<file path="src/rtl/pong_pkg.sv">
// pong_pkg: shared state encoding, data_out select codes and direction constants.
package pong_pkg;
  typedef enum logic [1:0] {SERVE = 2'd0, PLAY = 2'd1, POINT = 2'd2, OVER = 2'd3} state_t;
  localparam logic [1:0] SEL_BX = 2'd0;
  localparam logic [1:0] SEL_BY = 2'd1;
  localparam logic [1:0] SEL_PL = 2'd2;
  localparam logic [1:0] SEL_PR = 2'd3;
  localparam logic DIR_POS = 1'b0;
  localparam logic DIR_NEG = 1'b1;
endpackage

</file>
<file path="src/rtl/pong_tick_gen.sv">
// pong_tick_gen: free-running tick divider; with PONG_SPEEDUP_EN a hit-driven speed level shortens the period.
module pong_tick_gen #(
  parameter int W = 3
) (
  input  logic         clk,
  input  logic         rst,
`ifdef PONG_SPEEDUP_EN
  input  logic         hit_i,
  input  logic         clr_i,
`endif
  input  logic [W-1:0] period_i,
  output logic         tick_o
);
  logic [W-1:0] cnt_q;
  logic [W-1:0] period;
`ifdef PONG_SPEEDUP_EN
  logic [1:0]   level_q, level_d;
  logic [W-1:0] period_q, shifted, period_d;
  always_comb begin
    level_d  = clr_i ? 2'd0 : (hit_i && level_q != 2'd3) ? level_q + 2'd1 : level_q;
    shifted  = period_i >> level_d;
    period_d = shifted == '0 ? W'(1) : shifted;
  end
  // New period is latched only on a wrap so the current count always completes.
  always_ff @(posedge clk) begin
    if (rst) begin
      level_q  <= 2'd0;
      period_q <= period_i;
    end else begin
      level_q <= level_d;
      if (tick_o) period_q <= period_d;
    end
  end
  assign period = period_q;
`else
  assign period = period_i;
`endif
  assign tick_o = cnt_q == period - 1'b1;
  always_ff @(posedge clk) begin
    if (rst) cnt_q <= '0;
    else cnt_q <= tick_o ? '0 : cnt_q + 1'b1;
  end
endmodule

</file>
<file path="src/rtl/pong_engine.sv">
// pong_engine: two-player pong core with clamped paddles, scoring and a serve/point/over FSM.
// Optional macro PONG_SPEEDUP_EN: each paddle hit shortens the tick period.
module pong_engine
  import pong_pkg::*;
#(
  parameter int COORD_W     = 8,
  parameter int SCREEN_W    = 160,
  parameter int SCREEN_H    = 120,
  parameter int PADDLE_HALF = 8,
  parameter int SCORE_W     = 4,
  parameter int WIN_SCORE   = 5,
  parameter int TICK_DIV    = 4,
  parameter int HOLD_TICKS  = 16
) (
  input  logic               clk,
  input  logic               rst,
  input  logic               start,
  input  logic               l_up,
  input  logic               l_down,
  input  logic               r_up,
  input  logic               r_down,
  input  logic [1:0]         out_sel,
  output logic [COORD_W-1:0] ball_x,
  output logic [COORD_W-1:0] ball_y,
  output logic [COORD_W-1:0] paddle_l,
  output logic [COORD_W-1:0] paddle_r,
  output logic [SCORE_W-1:0] score_l,
  output logic [SCORE_W-1:0] score_r,
  output logic [1:0]         state,
  output logic               tick,
  output logic [COORD_W-1:0] data_out
);
  localparam int PW = $clog2(TICK_DIV + 1);
  localparam int HW = $clog2(HOLD_TICKS + 1);
  localparam logic [COORD_W-1:0] CX   = COORD_W'(SCREEN_W / 2);
  localparam logic [COORD_W-1:0] CY   = COORD_W'(SCREEN_H / 2);
  localparam logic [COORD_W-1:0] PH   = COORD_W'(PADDLE_HALF);
  localparam logic [COORD_W-1:0] PMAX = COORD_W'(SCREEN_H - 1 - PADDLE_HALF);
  localparam logic [COORD_W-1:0] YMAX = COORD_W'(SCREEN_H - 1);
  localparam logic [COORD_W-1:0] XR2  = COORD_W'(SCREEN_W - 2);
  localparam logic [COORD_W-1:0] XR3  = COORD_W'(SCREEN_W - 3);
  localparam logic [COORD_W-1:0] XR1  = COORD_W'(SCREEN_W - 1);

  state_t               state_q;
  logic [COORD_W-1:0]   bx_q, by_q, pl_q, pr_q, dout_q;
  logic [SCORE_W-1:0]   sl_q, sr_q;
  logic [HW-1:0]        hold_q;
  logic                 vx_q, vy_q;
  logic [COORD_W-1:0]   dl, dr, x_n, y_n;
  logic                 hit_l, hit_r, at_l, at_r, bounce, vx_n, vy_n, hold_done, game_won;

  function automatic logic [COORD_W-1:0] move_pad(input logic [COORD_W-1:0] p, input logic up, input logic dn);
    return (up && !dn && p > PH) ? p - 1'b1 : (dn && !up && p < PMAX) ? p + 1'b1 : p;
  endfunction

  function automatic logic [SCORE_W-1:0] sat_inc(input logic [SCORE_W-1:0] s);
    return &s ? s : s + 1'b1;
  endfunction

  always_comb begin
    dl        = by_q > pl_q ? by_q - pl_q : pl_q - by_q;
    dr        = by_q > pr_q ? by_q - pr_q : pr_q - by_q;
    hit_l     = dl <= PH;
    hit_r     = dr <= PH;
    at_l      = bx_q == COORD_W'(1) && vx_q == DIR_NEG;
    at_r      = bx_q == XR2 && vx_q == DIR_POS;
    bounce    = (by_q == '0 && vy_q == DIR_NEG) || (by_q == YMAX && vy_q == DIR_POS);
    vy_n      = vy_q ^ bounce;
    y_n       = vy_n == DIR_POS ? by_q + 1'b1 : by_q - 1'b1;
    x_n       = at_l ? (hit_l ? COORD_W'(2) : '0) : at_r ? (hit_r ? XR3 : XR1) :
                (vx_q == DIR_POS ? bx_q + 1'b1 : bx_q - 1'b1);
    vx_n      = (at_l && hit_l) ? DIR_POS : (at_r && hit_r) ? DIR_NEG : vx_q;
    hold_done = hold_q == HW'(HOLD_TICKS - 1);
    game_won  = sl_q == SCORE_W'(WIN_SCORE) || sr_q == SCORE_W'(WIN_SCORE);
  end

`ifdef PONG_SPEEDUP_EN
  logic paddle_hit, to_serve;
  always_comb begin
    paddle_hit = tick && state_q == PLAY && ((at_l && hit_l) || (at_r && hit_r));
    to_serve   = (state_q == POINT && tick && hold_done && !game_won) || (state_q == OVER && start);
  end
`endif

  pong_tick_gen #(.W(PW)) u_tick (
    .clk      (clk),
    .rst      (rst),
`ifdef PONG_SPEEDUP_EN
    .hit_i    (paddle_hit),
    .clr_i    (to_serve),
`endif
    .period_i (PW'(TICK_DIV)),
    .tick_o   (tick)
  );

  always_ff @(posedge clk) begin
    if (rst) begin
      state_q <= SERVE;
      bx_q    <= CX;
      by_q    <= CY;
      pl_q    <= CY;
      pr_q    <= CY;
      sl_q    <= '0;
      sr_q    <= '0;
      vx_q    <= DIR_POS;
      vy_q    <= DIR_POS;
      hold_q  <= '0;
      dout_q  <= '0;
    end else begin
      dout_q <= out_sel == SEL_BX ? bx_q : out_sel == SEL_BY ? by_q : out_sel == SEL_PL ? pl_q : pr_q;
      if (tick && state_q != OVER) begin
        pl_q <= move_pad(pl_q, l_up, l_down);
        pr_q <= move_pad(pr_q, r_up, r_down);
      end
      case (state_q)
        SERVE: if (start) state_q <= PLAY;
        PLAY: if (tick) begin
          bx_q   <= x_n;
          by_q   <= y_n;
          vx_q   <= vx_n;
          vy_q   <= vy_n;
          hold_q <= '0;
          if (at_l && !hit_l) begin
            sr_q    <= sat_inc(sr_q);
            state_q <= POINT;
          end
          if (at_r && !hit_r) begin
            sl_q    <= sat_inc(sl_q);
            state_q <= POINT;
          end
        end
        POINT: if (tick) begin
          hold_q <= hold_q + 1'b1;
          if (hold_done && game_won) state_q <= OVER;
          else if (hold_done) begin
            state_q <= SERVE;
            bx_q    <= CX;
            by_q    <= CY;
            vx_q    <= bx_q == '0 ? DIR_POS : DIR_NEG;
            vy_q    <= DIR_POS;
          end
        end
        default: if (start) begin
          state_q <= SERVE;
          sl_q    <= '0;
          sr_q    <= '0;
          bx_q    <= CX;
          by_q    <= CY;
          vx_q    <= DIR_POS;
          vy_q    <= DIR_POS;
        end
      endcase
    end
  end

  assign ball_x   = bx_q;
  assign ball_y   = by_q;
  assign paddle_l = pl_q;
  assign paddle_r = pr_q;
  assign score_l  = sl_q;
  assign score_r  = sr_q;
  assign state    = state_q;
  assign data_out = dout_q;
endmodule
</file>
<file path="config.mk">
export PLATFORM = sky130hd
export DESIGN_NAME = pong_engine
export DESIGN_NICKNAME = d
export VERILOG_FILES = /design/src/rtl/pong_pkg.sv /design/src/rtl/pong_tick_gen.sv /design/src/rtl/pong_engine.sv
export SDC_FILE = /design/constraint.sdc
export NUM_CORES = 1
export LEC_CHECK = 0
export BUFFER_PORTS_ARGS = -buffer_cell sky130_fd_sc_hd__buf_2
export CORE_MARGIN = 8
export CORE_UTILIZATION = 36
export DETAILED_ROUTE_END_ITERATION = 16
export PLACE_DENSITY = 0.61
export SLEW_MARGIN = 20
export SYNTH_ARGS = -nofsm -noshare
export SYNTH_HDL_FRONTEND = slang
export SYNTH_HIERARCHICAL = 1
export SYNTH_SLANG_ARGS = --single-unit
</file>
<file path="constraint.sdc">
create_clock -name clk -period 3.2 [get_ports clk]
set_input_delay 0.16 -clock clk [delete_from_list [all_inputs] [get_ports clk]]
set_output_delay 0.16 -clock clk [all_outputs]
set_load 0.02 [all_outputs]
</file>
== Word-level counts from Yosys, hierarchy flattened ==
Cells that the tools add are included.
W data, S select, Z words.

* $add $sub $neg: 16
* Mux-type cells: 62
* Reduce and logical (&&, ||, !) cells: 47
* Magnitude comparators: 8
* Bitwise logic cells: 5
* Eq/ne operators: 24

{| class="wikitable"
|+ Operators with widths
! cell !! count
|-
| $mux W8 || 23
|-
| $pmux W8 S3 || 2
|-
| $add A8 B1 Y8 const B || 4
|-
| $sub A8 B1 Y8 const B || 4
|-
| $sub A8 B8 Y8 || 4
|-
| $mux W4 || 7
|-
| $mux W2 || 10
|-
| $ne A2 B2 Y1 const B || 10
|-
| $logic_and A1 B1 Y1 || 18
|-
| $gt A8 B4 Y1 const B || 2
|-
| $gt A8 B8 Y1 || 2
|-
| $le A8 B4 Y1 const B || 2
|-
| $logic_not A8 Y1 || 2
|-
| $lt A8 B7 Y1 const B || 2
|-
| $pmux W4 S2 || 2
|-
| $mux W1 || 12
|-
| $reduce_and A6 Y1 || 2
|-
| $mux W5 || 2
|-
| $pmux W5 S2 || 1
|-
| $reduce_and A5 Y1 || 2
|-
| $ne A3 B3 Y1 const B || 3
|-
| $add A4 B1 Y4 const B || 2
|-
| $eq A4 B3 Y1 const B || 2
|-
| $eq A8 B1 Y1 const B || 1
|-
| 22 further kinds || 41
|}

* Register bits after elaboration: 60
* Logic and storage cells: 174
* Input bits: 9

== Longest topological paths before layout ==
Gate-level depths: netlist (run 1).

* Depth after elaboration: 9
* Depth in mapped cells: 15

== By module ==
The synthesis (run 1) kept the hierarchy.

{| class="wikitable"
|+ Modules (own cells, without submodules)
! module !! area an instance (um^2) !! cells an instance !! times used !! sequential area each (um^2)
|-
| pong_engine || 5114.9 || 632 || 1 || 1141.1
|-
| pong_tick_gen || 209.0 || 20 || 1 || 60.1
|}

== Worst setup path before layout (run 1) ==
No wires, ideal clock.

* Path kind: flip-flop to flip-flop
* Start point: register by_q[1] (netlist: ball_y[1])
* End point: register sl_q[2] (netlist: score_l[2])
* Path slack: 0.146 ns
* Arrival: 2.930 ns
* Stages on the path, launching flop included: 12
* Setup time: 0.123 ns
* Path through: dfxtp_1 -> inv_1 -> ha_1 -> nor2b_1 -> o31a_1 -> o21ai_1 -> nand4b_1 -> and3_1 -> nor4_4 -> a31oi_4 -> nand3_1 -> mux2_1

* Cells in the longest elaborated chain, start to end: 7
* Elaborated cells between the ends (all ways): 9
* Classes of those cells: add/sub (2); order compare (2); eq/ne (1); mux (1); reduce/logical (3)

{| class="wikitable"
|+ RTL lines
! element !! RTL line !! source
|-
| from (decl) || pong_engine.sv:45 || <nowiki>logic [COORD_W-1:0] bx_q, by_q, pl_q, pr_q, dout_q;</nowiki>
|-
| from (signal assigned) || pong_engine.sv:119 || <nowiki>by_q <= y_n;</nowiki>
|-
| $sub A8 B8 Y8 or $gt A8 B8 Y1 (tied branches) || pong_engine.sv:62 || <nowiki>dr = by_q > pr_q ? by_q - pr_q : pr_q - by_q;</nowiki>
|-
| $mux W8 * || pong_engine.sv:62 ||
|-
| $le A8 B4 Y1 * || pong_engine.sv:64 || <nowiki>hit_r = dr <= PH;</nowiki>
|-
| $logic_not A1 Y1 * || pong_engine.sv:127 || <nowiki>if (at_r && !hit_r) begin</nowiki>
|-
| $logic_and A1 B1 Y1 * || pong_engine.sv:127 ||
|-
| $ne A2 B2 Y1 (no line) * || -- ||
|-
| $reduce_and A5 Y1 (no line) * || -- ||
|-
| to (signal assigned) || pong_engine.sv:128 || <nowiki>sl_q <= sat_inc(sl_q);</nowiki>
|-
| to (decl) || pong_engine.sv:46 || <nowiki>logic [SCORE_W-1:0] sl_q, sr_q;</nowiki>
|}

Mark *: on every way between the ends. The rest lies on a longest branch, timed or not.
A chain may end at the register's enable or synchronous reset.

== Final worst setup path (run 1) ==
* Start point: register by_q[7] (netlist: ball_y[7])
* End point: register by_q[6] (netlist: ball_y[6])

* Cells in the longest elaborated chain, start to end: 7
* Elaborated cells between the ends (all ways): 9
* Classes of those cells: eq/ne (1); mux (3); bitwise (1); reduce/logical (4)

{| class="wikitable"
|+ RTL lines
! element !! RTL line !! source
|-
| $eq A8 B7 Y1 or $logic_not A8 Y1 (tied branches) || pong_engine.sv:67 || <nowiki>bounce = (by_q == '0 && vy_q == DIR_NEG) || (by_q == YMAX && vy_q == DIR_POS);</nowiki>
|-
| $logic_and A1 B1 Y1 || pong_engine.sv:67 ||
|-
| $logic_or A1 B1 Y1 * || pong_engine.sv:67 ||
|-
| $xor A1 B1 Y1 * || pong_engine.sv:68 || <nowiki>vy_n = vy_q ^ bounce;</nowiki>
|-
| $mux W8 * || pong_engine.sv:69 || <nowiki>y_n = vy_n == DIR_POS ? by_q + 1'b1 : by_q - 1'b1;</nowiki>
|-
| $mux W8 * || pong_engine.sv:117 || <nowiki>PLAY: if (tick) begin</nowiki>
|-
| $pmux W8 S3 * || pong_engine.sv:115 || <nowiki>case (state_q)</nowiki>
|}

Mark *: on every way between the ends. The rest lies on a longest branch, timed or not. The select of a mux whose other input is x is not followed.

==> results.toml, run 1 <==
[layout]
num_antenna_cells = 0
layout.nets = 808
seqCellArea_um2 = 1200
multi_input_area_um2 = 3860
final_cell_count_no_fill = 919
signed_area_change_from_the_synthesized_netlist_to_the_final_layout_pct = 19.0
layout-drive-gt1-share_pct = 18.5
post-route-util_pct = 43.8
final.fill_count = 1430

[synth]
yosys_reg_bits = 60
mappedNetlistArea_um2 = 5320
yosys.area.top_type = "dfxtp_1"
synth.area.top_cells = "dfxtp_1 23%, ha_1 16%, a21oi_1 4.8%"
synth_seq_area_share_pct = 22.6
synthFlopType = "dfxtp_1"
synth_cells = 652
ys_async_sr_fraction_pct = 0
synth.avg_cell_area_um2 = 8.17
synth_cell_types = 74
synth_enable_flop_cells = 0
synth_warnings = 6
yosys.area.top_type_share_pct = 22.6

[worst_hold_path]
min-delay-start = "rst"
holdCritPathClass = "in -> reg"
worst_hold_path.num_cells = 2
hold_end = "ball_x[0]"

[critical_path]
reg2regPathDepth = 14
crit_required_ns = 3.44
startpoint_type = "flop"
arrival_ns = 3.25
worstPathMaxFanout = 10
crit-reg2reg-capture = "ball_y[6]"
worstReg2RegStart = "ball_y[7]"
r2r_slack_ns = 0.18
timing.setup.critical_path_class = "reg -> reg"
worst_setup_path_end_kind = "flop"

[grt]
grt_pass1_wl_mm = 25.7
grt_pass1_vias = 5005
grt_max_degree = 33
grtUsageTotal_pct = 17.2
grt.overflow.total = 0
grt_antenna_before_repair = 0

[pwr]
cell_internal_pwr_mw = 2.22
p_leak_nw = 2.82
vdd_ir_drop_max_v = 0.000280
power_switching_mw = 1.37
clock_power_share_pct = 31.1
power.switching_fraction_pct = 38.2
power_frac_seq_pct = 24.4
report.power.total_mw = 3.59
share_comb_of_total_power_pct = 44.4
power.density_cell_area_nw_per_um2 = 567

[floorplan]
die_area_um2 = 18900
ios = 60
initial_utilization_pct = 36.8
die-height_um = 138
die_x_um = 138
placementRows = 44
fp.coreArea_um2 = 14500

[detailed_routing]
post_drt_wl_per_cell_um = 17.3
first_pass_iters = 4
topRoutingLayerUsed = "met4"
post_drt_via_cell_ratio = 5.59
route.detailed.drc = 0
wl_met2_mm = 7.32
detail-route-antenna-nets = 0
routed_wire_length_on_met3_um = 920
number_of_drc_markers_after_the_initial_detailed_route_iteration = 358
drt-met1-wl_mm = 7.32
wirelength_mm = 15.9
routed_vias = 5134

[outcome]
run_status = "completed"

[sta]
finalHoldViolCount = 0
final.hold.worst_slack_ns = 0.345
clock_skew_ns = 0.00808
final_setup_violation_count = 0
layout_min_cycle_time_ns = 3.02
timing_worst_slew_pin_value_ns = 0.669
maxClockFrequency_ghz = 0.332
grt_setup_unrepaired = "false"
relSlewSlack_pct = 55.4
period_share_pct = 94.2
total_count_of_max_transition_violations_in_the_final_report = 0
tns_ns = 0

[placed_design]
total_of_buffers_placed_on_input_and_output_ports = 59
dp_cells = 903
replace_congestion = 0.867
place_hpwl_mm = 12.5

[clock_network]
cts_tree = "yes"
cts-htree-levels = 3
clk-insertion-delay-late_ns = 0.34
clock-root-buffer = "clkbuf_16"
cts.clk_slew.worst_paths_ns = 0.06
cts_buffers = 9
ctsHoldBuffers = 0
cts.sinks = 60
cts_max_path_buffers = 2

[flow_run]
cap_viol_max_count = 0
cell usage in the layout (no fill, tap or decap), types with 5 or more instances in the layout:
master	instances
clkbuf_16	9
a211oi_1	6
conb_1	6
a21o_1	11
o21bai_1	10
a21oi_1	48
nand2b_1	10
ha_1	65
nand3_1	14
mux4_2	8
and3_1	7
xnor2_1	26
nor2_1	66
mux2i_1	5
nand4_1	8
nand4b_1	7
nand2_1	40
nor3_1	15
o21ai_1	9
nor2b_1	14
xor2_1	9
or3_1	7
buf_2	59
a31oi_1	7
o21ai_0	19
inv_1	53
a211o_1	10
dfxtp_1	58
nand3b_1	6
buf_4	28
o21a_1	6
worst max-delay path, cell delays in order, from the launching register on:
cell and delay [ns]:
dfxtp_1 0.35, or2_2 0.31, or4_1 0.47, a21o_2 0.32
inv_2 0.11, fa_1 0.23, inv_1 0.06, a21oi_1 0.17
o21bai_1 0.11, a21o_1 0.19, a21oi_1 0.17, xor2_1 0.18
nor2_1 0.07, a21oi_1 0.13, nor2_1 0.05
sequential cells by signal, summed over array words and instances, names as in the netlist:
name          cells
ball_x            8
ball_y            8
data_out          8
paddle_l          8
paddle_r          8
hold_q            5
score_l           4
score_r           4
u_tick/cnt_q      3
state             2
vx_q              1
vy_q              1
power by group through the flow:
stage	Combinational (mW)	Clock, mW	Sequential [mW]
2_1_floorplan	1.18	0	0.921
3_3_place_gp	1.55	0	0.890
3_5_place_dp	1.57	0	0.894
4_1_cts	1.58	1.15	0.877
5_1_grt	1.76	1.18	0.887
6_report	1.60	1.12	0.879
worst max-delay path by stage:
stage | start | slack, ns | cells after the start | to
global route | paddle_l[3] | 0.002 | 14 | paddle_l[7]
CTS | ball_y[3] | 0.03 | 12 | ball_y[7]
global placement | ball_y[3] | 0.08 | 12 | ball_y[7]
floorplan | ball_y[1] | 0.15 | 11 | score_l[2]
detailed placement | ball_y[3] | 0.09 | 12 | ball_y[7]
finish | ball_y[7] | 0.18 | 14 | ball_y[6]
cells by family after synthesis:
logic type	after synthesis	share of synthesized area, %
AND/OR/NAND/NOR	216	21.3
flip-flops	60	22.6
multiplexers	15	4.75
AO/OA/AOI/OAI	176	22.9
XOR/XNOR	36	6.20
adder cells (fa/ha/maj)	69	16.6
buffers and inverters	78	5.57
other	2	0.141
metal layers:
| metal | global-route usage (%) | vias to the layer above |
|---|---|---|
| li1 | - | 2505 |
| met1 | 22.4 | 2469 |
| met2 | 27.5 | 135 |
| met3 | 2.95 | 25 |
| met4 | 6.82 | 0 |
| met5 | 0 | - |
per-stage QoR:
step	cell area (um^2)	setup WS [ns]
4_1_cts	6320	0.0325
3_3_place_gp	5980	0.0796
2_1_floorplan	5340	0.146
3_5_place_dp	5980	0.0867
5_1_grt	6340	0.00221
6_report	6340	0.184
cell usage after synthesis, drive strengths merged, types with 5 or more instances:
library cell   n
nand3b         6
nor3          17
and3           7
nor2          66
nand4b         7
a21o          12
nand2         40
o21a           6
nand4          8
nand3         14
a211oi         6
mux2i          5
ha            66
nor2b         15
a221oi         5
or3            7
o21bai        10
clkbuf        21
nand2b        10
xor2           9
a31oi          8
o21ai         28
inv           54
a21oi         51
nor4           5
a211o         10
dfxtp         60
mux4           8
xnor2         26
repair_timing:
action                                  in CTS  in global routing
buffers inserted                             0                  0
endpoints found under the setup margin       0                  5
resized for setup                            0                  7
cell type report:
class | instances | area share (%)
clock inverter | 3 | 1.07
timing repair buffer | 87 | 7.98
inverter | 54 | 3.20
tap | 184 | 3.63
multi-input combinational | 518 | 60.9
sequential | 60 | 19.0
clock buffer | 13 | 4.27
(Power assumes the default switching activity.)
==> inputs of run 2 (changes only) <==
- CELL_PAD_IN_SITES_DETAIL_PLACEMENT: not set -> 1
- CELL_PAD_IN_SITES_GLOBAL_PLACEMENT: not set -> 1
- PLACE_DENSITY: 0.61 -> 0.76
==> run 2 against run 1 <==
- final area increased by 1.5%
- power increased by 6.5%
- global-route usage increased by 2.8 points
==> results.toml, run 2 (synthesized netlist as in run 1, its figures left out) <==
[outcome]
run_status = "completed"

[pwr]
vdd_ir_drop_max_v = 0.000274
power.density_cell_area_nw_per_um2 = 595
p_leak_nw = 2.86

[placed_design]
total_of_buffers_placed_on_input_and_output_ports = 59
dp_cells = 903
dp_worst_setup_slack_ns = 0.0125
dpl_cell_area_um2 = 5990
place_hpwl_mm = 14.4
replace_congestion = 0.879

[layout]
layout-drive-gt1-share_pct = 19.8
layout.nets = 809
most-common-layout-cells = "66 x nor2_1, 61 x ha_1, 59 x dfxtp_1, 59 x buf_2, 52 x inv_1"
layout.cell_area.non_filler_um2 = 6430
layout.cells.most_common = "nor2_1"
signed_area_change_from_the_synthesized_netlist_to_the_final_layout_pct = 20.8
num_antenna_cells = 0
final_cell_count_no_fill = 920

[sta]
total_count_of_max_transition_violations_in_the_final_report = 0
maxClockFrequency_ghz = 0.329
post-route-worst-setup-slack_ns = 0.163
relSlewSlack_pct = 53.2
period_share_pct = 94.9
layout_min_cycle_time_ns = 3.04
grt_setup_unrepaired = "true"
timing_worst_slew_pin_value_ns = 0.702
clock_skew_ns = 0.00855
finalHoldViolCount = 0
final_setup_violation_count = 0

[critical_path]
timing.critical_path.depth = 10
startpoint_type = "flop"
slowest_stage = "a311o_1"
startpoint = "ball_y[1]"
crit-reg2reg-capture = "score_r[2]"
worst_path_dominant_cell_family = "compound AO/OA/AOI/OAI gates"
r2r_slack_ns = 0.16
worstReg2RegStart = "ball_y[1]"
timing.setup.critical_path_class = "reg -> reg"
worst_setup_path_end_kind = "flop"
worstPathMaxFanout = 5
critPathBufInv = 1
critical_path.cell_chain = "inv_1, ha_1, nor2b_4, o31a_1, o41a_1, a311o_1, a221oi_2, and2_4, nand4b_1, a21oi_1"
arrival_ns = 3.29
reg2regPathDepth = 10
crit_required_ns = 3.46
slowest_delay_ns = 0.41
crit_end = "score_r[2]"

[floorplan]
die_area_um2 = 18900
die-height_um = 138
ios = 60
die_x_um = 138
initial_utilization_pct = 36.8
placementRows = 44
fp.coreArea_um2 = 14500

[worst_hold_path]
holdCritPathClass = "in -> reg"
worst_hold_path.num_cells = 2

[detailed_routing]
post_drt_wl_per_cell_um = 19.8
route.detailed.drc = 0
first_pass_iters = 4
detail-route-antenna-nets = 0
routed_vias = 5240
number_of_drc_markers_after_the_initial_detailed_route_iteration = 216
post_drt_via_cell_ratio = 5.70
wirelength_mm = 18.2

[clock_network]
clock-root-buffer = "clkbuf_16"
cts_buffers = 9
cts-htree-levels = 3
cts_max_path_buffers = 2
ctsHoldBuffers = 0
clk-insertion-delay-late_ns = 0.34
cts.clk_slew.worst_paths_ns = 0.06
cts_tree = "yes"
cts.sinks = 60

[grt]
grt_antenna_before_repair = 1
grt.overflow.total = 0
grt_pass1_wl_mm = 29.7
grtUsageTotal_pct = 19.9
grt_pass1_vias = 5726
grt_max_degree = 35

[flow_run]
cap_viol_max_count = 0
-- run 2: cell count changes in the layout (fill, tap and decap cells not counted), sizes merged --
cell	change
clkinvlp	-1
bufinv	+1
buf	+1
-- run 2: how the worst min path moves through the flow --
stage / start / endpoint / slack [ns]
2_1_floorplan: rst / u_tick/cnt_q[2] / 0.23
3_3_place_gp: vy_q / vy_q / 0.46
3_5_place_dp: vy_q / vy_q / 0.46
4_1_cts: rst / hold_q[2] / 0.30
5_1_grt: rst / hold_q[0] / 0.34
6_report: rst / hold_q[2] / 0.29
-- run 2: what timing repair did --
action,in CTS,in global routing
resized for setup,1,17
pin swaps,0,4
buffers inserted,0,1
setup endpoints to repair,1,12
-- run 2: through the flow --
stage | utilization (%) | setup TNS, ns | hold WS [ns] | total power [mW]
final | 44.4 | 0 | 0.287 | 3.83
after global routing | 44.4 | -0.0448 | 0.341 | 4.06
after CTS | 44.0 | 0 | 0.300 | 3.78
after detailed placement | 41.4 | 0 | 0.461 | 2.55
after global placement | 41.4 | 0 | 0.455 | 2.48
after floorplan | - | 0 | 0.229 | 2.10
-- run 2: layout make-up --
cell class | instances | area [um^2]
well taps | 184 | 230
multi-input cells | 518 | 3900
clock buffers | 13 | 280
flip-flops and latches | 60 | 1200
repair buffers | 88 | 526
clock inverters | 3 | 90.1
fillers | 1749 | 8050
inverters | 54 | 203
-- run 2: routing by layer --
layer	track usage, %	up-vias	share of wire, %
met5	0	-	0.072
met4	8.99	2	3.0
met3	4.70	37	5.2
met2	35.0	109	50
met1	22.4	2591	42
li1	-	2501	-
-- run 2: power by group --
part / switching (mW) / total (mW) / internal, mW
clock network: 0.361 / 1.21 / 0.846
logic: 1.03 / 1.75 / 0.720
registers: 0.0773 / 0.876 / 0.799
==> inputs of run 3 (changes only) <==
--- a/config.mk
+++ b/config.mk
@@ -14,2 +14,3 @@
 export PLACE_DENSITY = 0.76
+export RECOVER_POWER = 25
 export SLEW_MARGIN = 20
==> constraint.sdc (replaced) <==
create_clock -name clk -period 3.2 [get_ports clk]
set_input_delay 0.64 -clock clk [delete_from_list [all_inputs] [get_ports clk]]
set_output_delay 0.64 -clock clk [all_outputs]
set_load 0.02 [all_outputs]
==> run 3 against run 2 <==
- register-to-register slack worse by 0.02 ns
- final area down 2.7%
- fmax down 0.54%
- largest power group unchanged
- highest routed layer unchanged
==> results.toml, run 3 (synthesized netlist as in run 1, its figures left out) <==
[clock_network]
post_cts.repair.setup_buffers = 0
cts.sinks = 60
ctsHoldBuffers = 0
cts_buffers = 9
clock-root-buffer = "clkbuf_16"
cts_tree = "yes"
cts_resized = 0
cts_max_path_buffers = 2
cts-htree-levels = 3
cts.clk_slew.worst_paths_ns = 0.06
clk-insertion-delay-late_ns = 0.34

[detailed_routing]
post_drt_via_cell_ratio = 5.67
wirelength_mm = 18.0
post_drt_wl_per_cell_um = 19.6
number_of_drc_markers_after_the_initial_detailed_route_iteration = 241
route.detailed.drc = 0
detail-route-antenna-nets = 0
routed_vias = 5208
first_pass_iters = 5

[critical_path]
slowest_stage = "ha_1"
timing.setup.critical_path_class = "reg -> reg"
worst_setup_path_end_kind = "flop"
slowest_delay_ns = 0.43
arrival_ns = 3.28
crit_required_ns = 3.43
critical_path.cell_chain = "inv_1, ha_1, nand4_1, or3_1, and2_1, nor3b_2, o21a_1, nor4_4, a31oi_4, nand3_1, mux2_1"
worstPathMaxFanout = 7
startpoint_type = "flop"

[layout]
signed_area_change_from_the_synthesized_netlist_to_the_final_layout_pct = 17.6
layout-drive-gt1-share_pct = 16.9
final_cell_count_no_fill = 918
most-common-layout-cells = "66 x nor2_1, 64 x ha_1, 57 x dfxtp_1"
layout.nets = 809
layout.cells.most_common = "nor2_1"
num_antenna_cells = 0

[floorplan]
die_area_um2 = 18900
die-height_um = 138
fp.coreArea_um2 = 14500
ios = 60
initial_utilization_pct = 36.8
die_x_um = 138
placementRows = 44

[worst_hold_path]
holdCritPathClass = "reg -> reg"

[sta]
final_setup_violation_count = 0
layout_min_cycle_time_ns = 3.05
finalHoldViolCount = 0
timing_worst_slew_pin_value_ns = 0.660
maxClockFrequency_ghz = 0.328
clock_skew_ns = 0.00831
period_share_pct = 95.4
relSlewSlack_pct = 56.0
grt_setup_unrepaired = "true"
post-route-worst-setup-slack_ns = 0.147
total_count_of_max_transition_violations_in_the_final_report = 0

[outcome]
run_status = "completed"

[grt]
grt_max_degree = 35
grt_antenna_before_repair = 1
grt.overflow.total = 0
grtUsageTotal_pct = 19.5
grt_pass1_wl_mm = 28.9
grt_pass1_vias = 5495

[placed_design]
total_of_buffers_placed_on_input_and_output_ports = 59
place_hpwl_mm = 14.1
replace_congestion = 0.943
dp_worst_setup_slack_ns = 0.0161
dp_cells = 904

[flow_run]
cap_viol_max_count = 0

[pwr]
vdd_ir_drop_max_v = 0.000316
p_leak_nw = 2.73
power.density_cell_area_nw_per_um2 = 553
## run 3: changes by cell type in the layout (fill, tap and decap cells not counted), sizes merged
cell / previous run / this run
bufinv: 3 / 0
clkinv: 0 / 3
buf: 88 / 71
clkbuf: 13 / 28
## run 3: cell type report
cell class,instances,area [um^2]
Clock buffer,11,243
Clock inverter,3,15.0
Fill cell,1778,8220
Inverter,54,203
Multi-Input combinational cell,518,3870
Sequential cell,60,1200
Tap cell,184,230
Timing Repair Buffer,88,489
## run 3: report_power, final
group / switching [mW] / total, mW / internal (mW) / leakage [nW]
registers: 0.0770 / 0.877 / 0.800 / 0.488
logic: 1.00 / 1.69 / 0.683 / 2.11
clock network: 0.369 / 0.901 / 0.532 / 0.131
## run 3: critical path, delay by kind of cell, from the launching register on
| family | cells | cell delay [ns] |
|---|---|---|
| buffers and inverters | 1 | 0.11 |
| flip-flops | 1 | 0.33 |
| adder cells (fa/ha/maj) | 1 | 0.43 |
| AND/OR/NAND/NOR | 6 | 1.21 |
| AO/OA/AOI/OAI | 2 | 0.52 |
| multiplexers | 1 | 0.33 |
## run 3: per-layer routing
layer	track usage [%]	part of all wire (%)	up-vias	wire (um)
li1	-	-	2500	-
met4	6.16	1.9	2	351
met5	0	0.072	-	13
met2	34.5	50	101	9060
met1	23.1	44	2574	7870
met3	4.08	4.1	31	735
## run 3: metrics by stage
stage	util [%]	hold slack (ns)	TNS [ns]	instance area, um^2	total power, mW
6_report	43.2	0.481	0	6260	3.46
5_1_grt	43.2	0.515	-0.00751	6260	3.67
4_1_cts	43.1	0.475	0	6250	3.45
3_5_place_dp	41.4	0.468	0	5990	2.53
3_3_place_gp	41.4	0.460	0	5990	2.47
2_1_floorplan	-	0.432	0	5340	2.10
## run 3: worst paths after layout
kind,startpoint,endpoint,slack (ns),depth (start not counted)
max,ball_y[5],score_l[2],0.15,11
max reg2reg,ball_y[5],score_l[2],0.15,11
min reg2reg,u_tick/cnt_q[0],u_tick/cnt_q[0],0.48,1
min,u_tick/cnt_q[0],u_tick/cnt_q[0],0.48,1
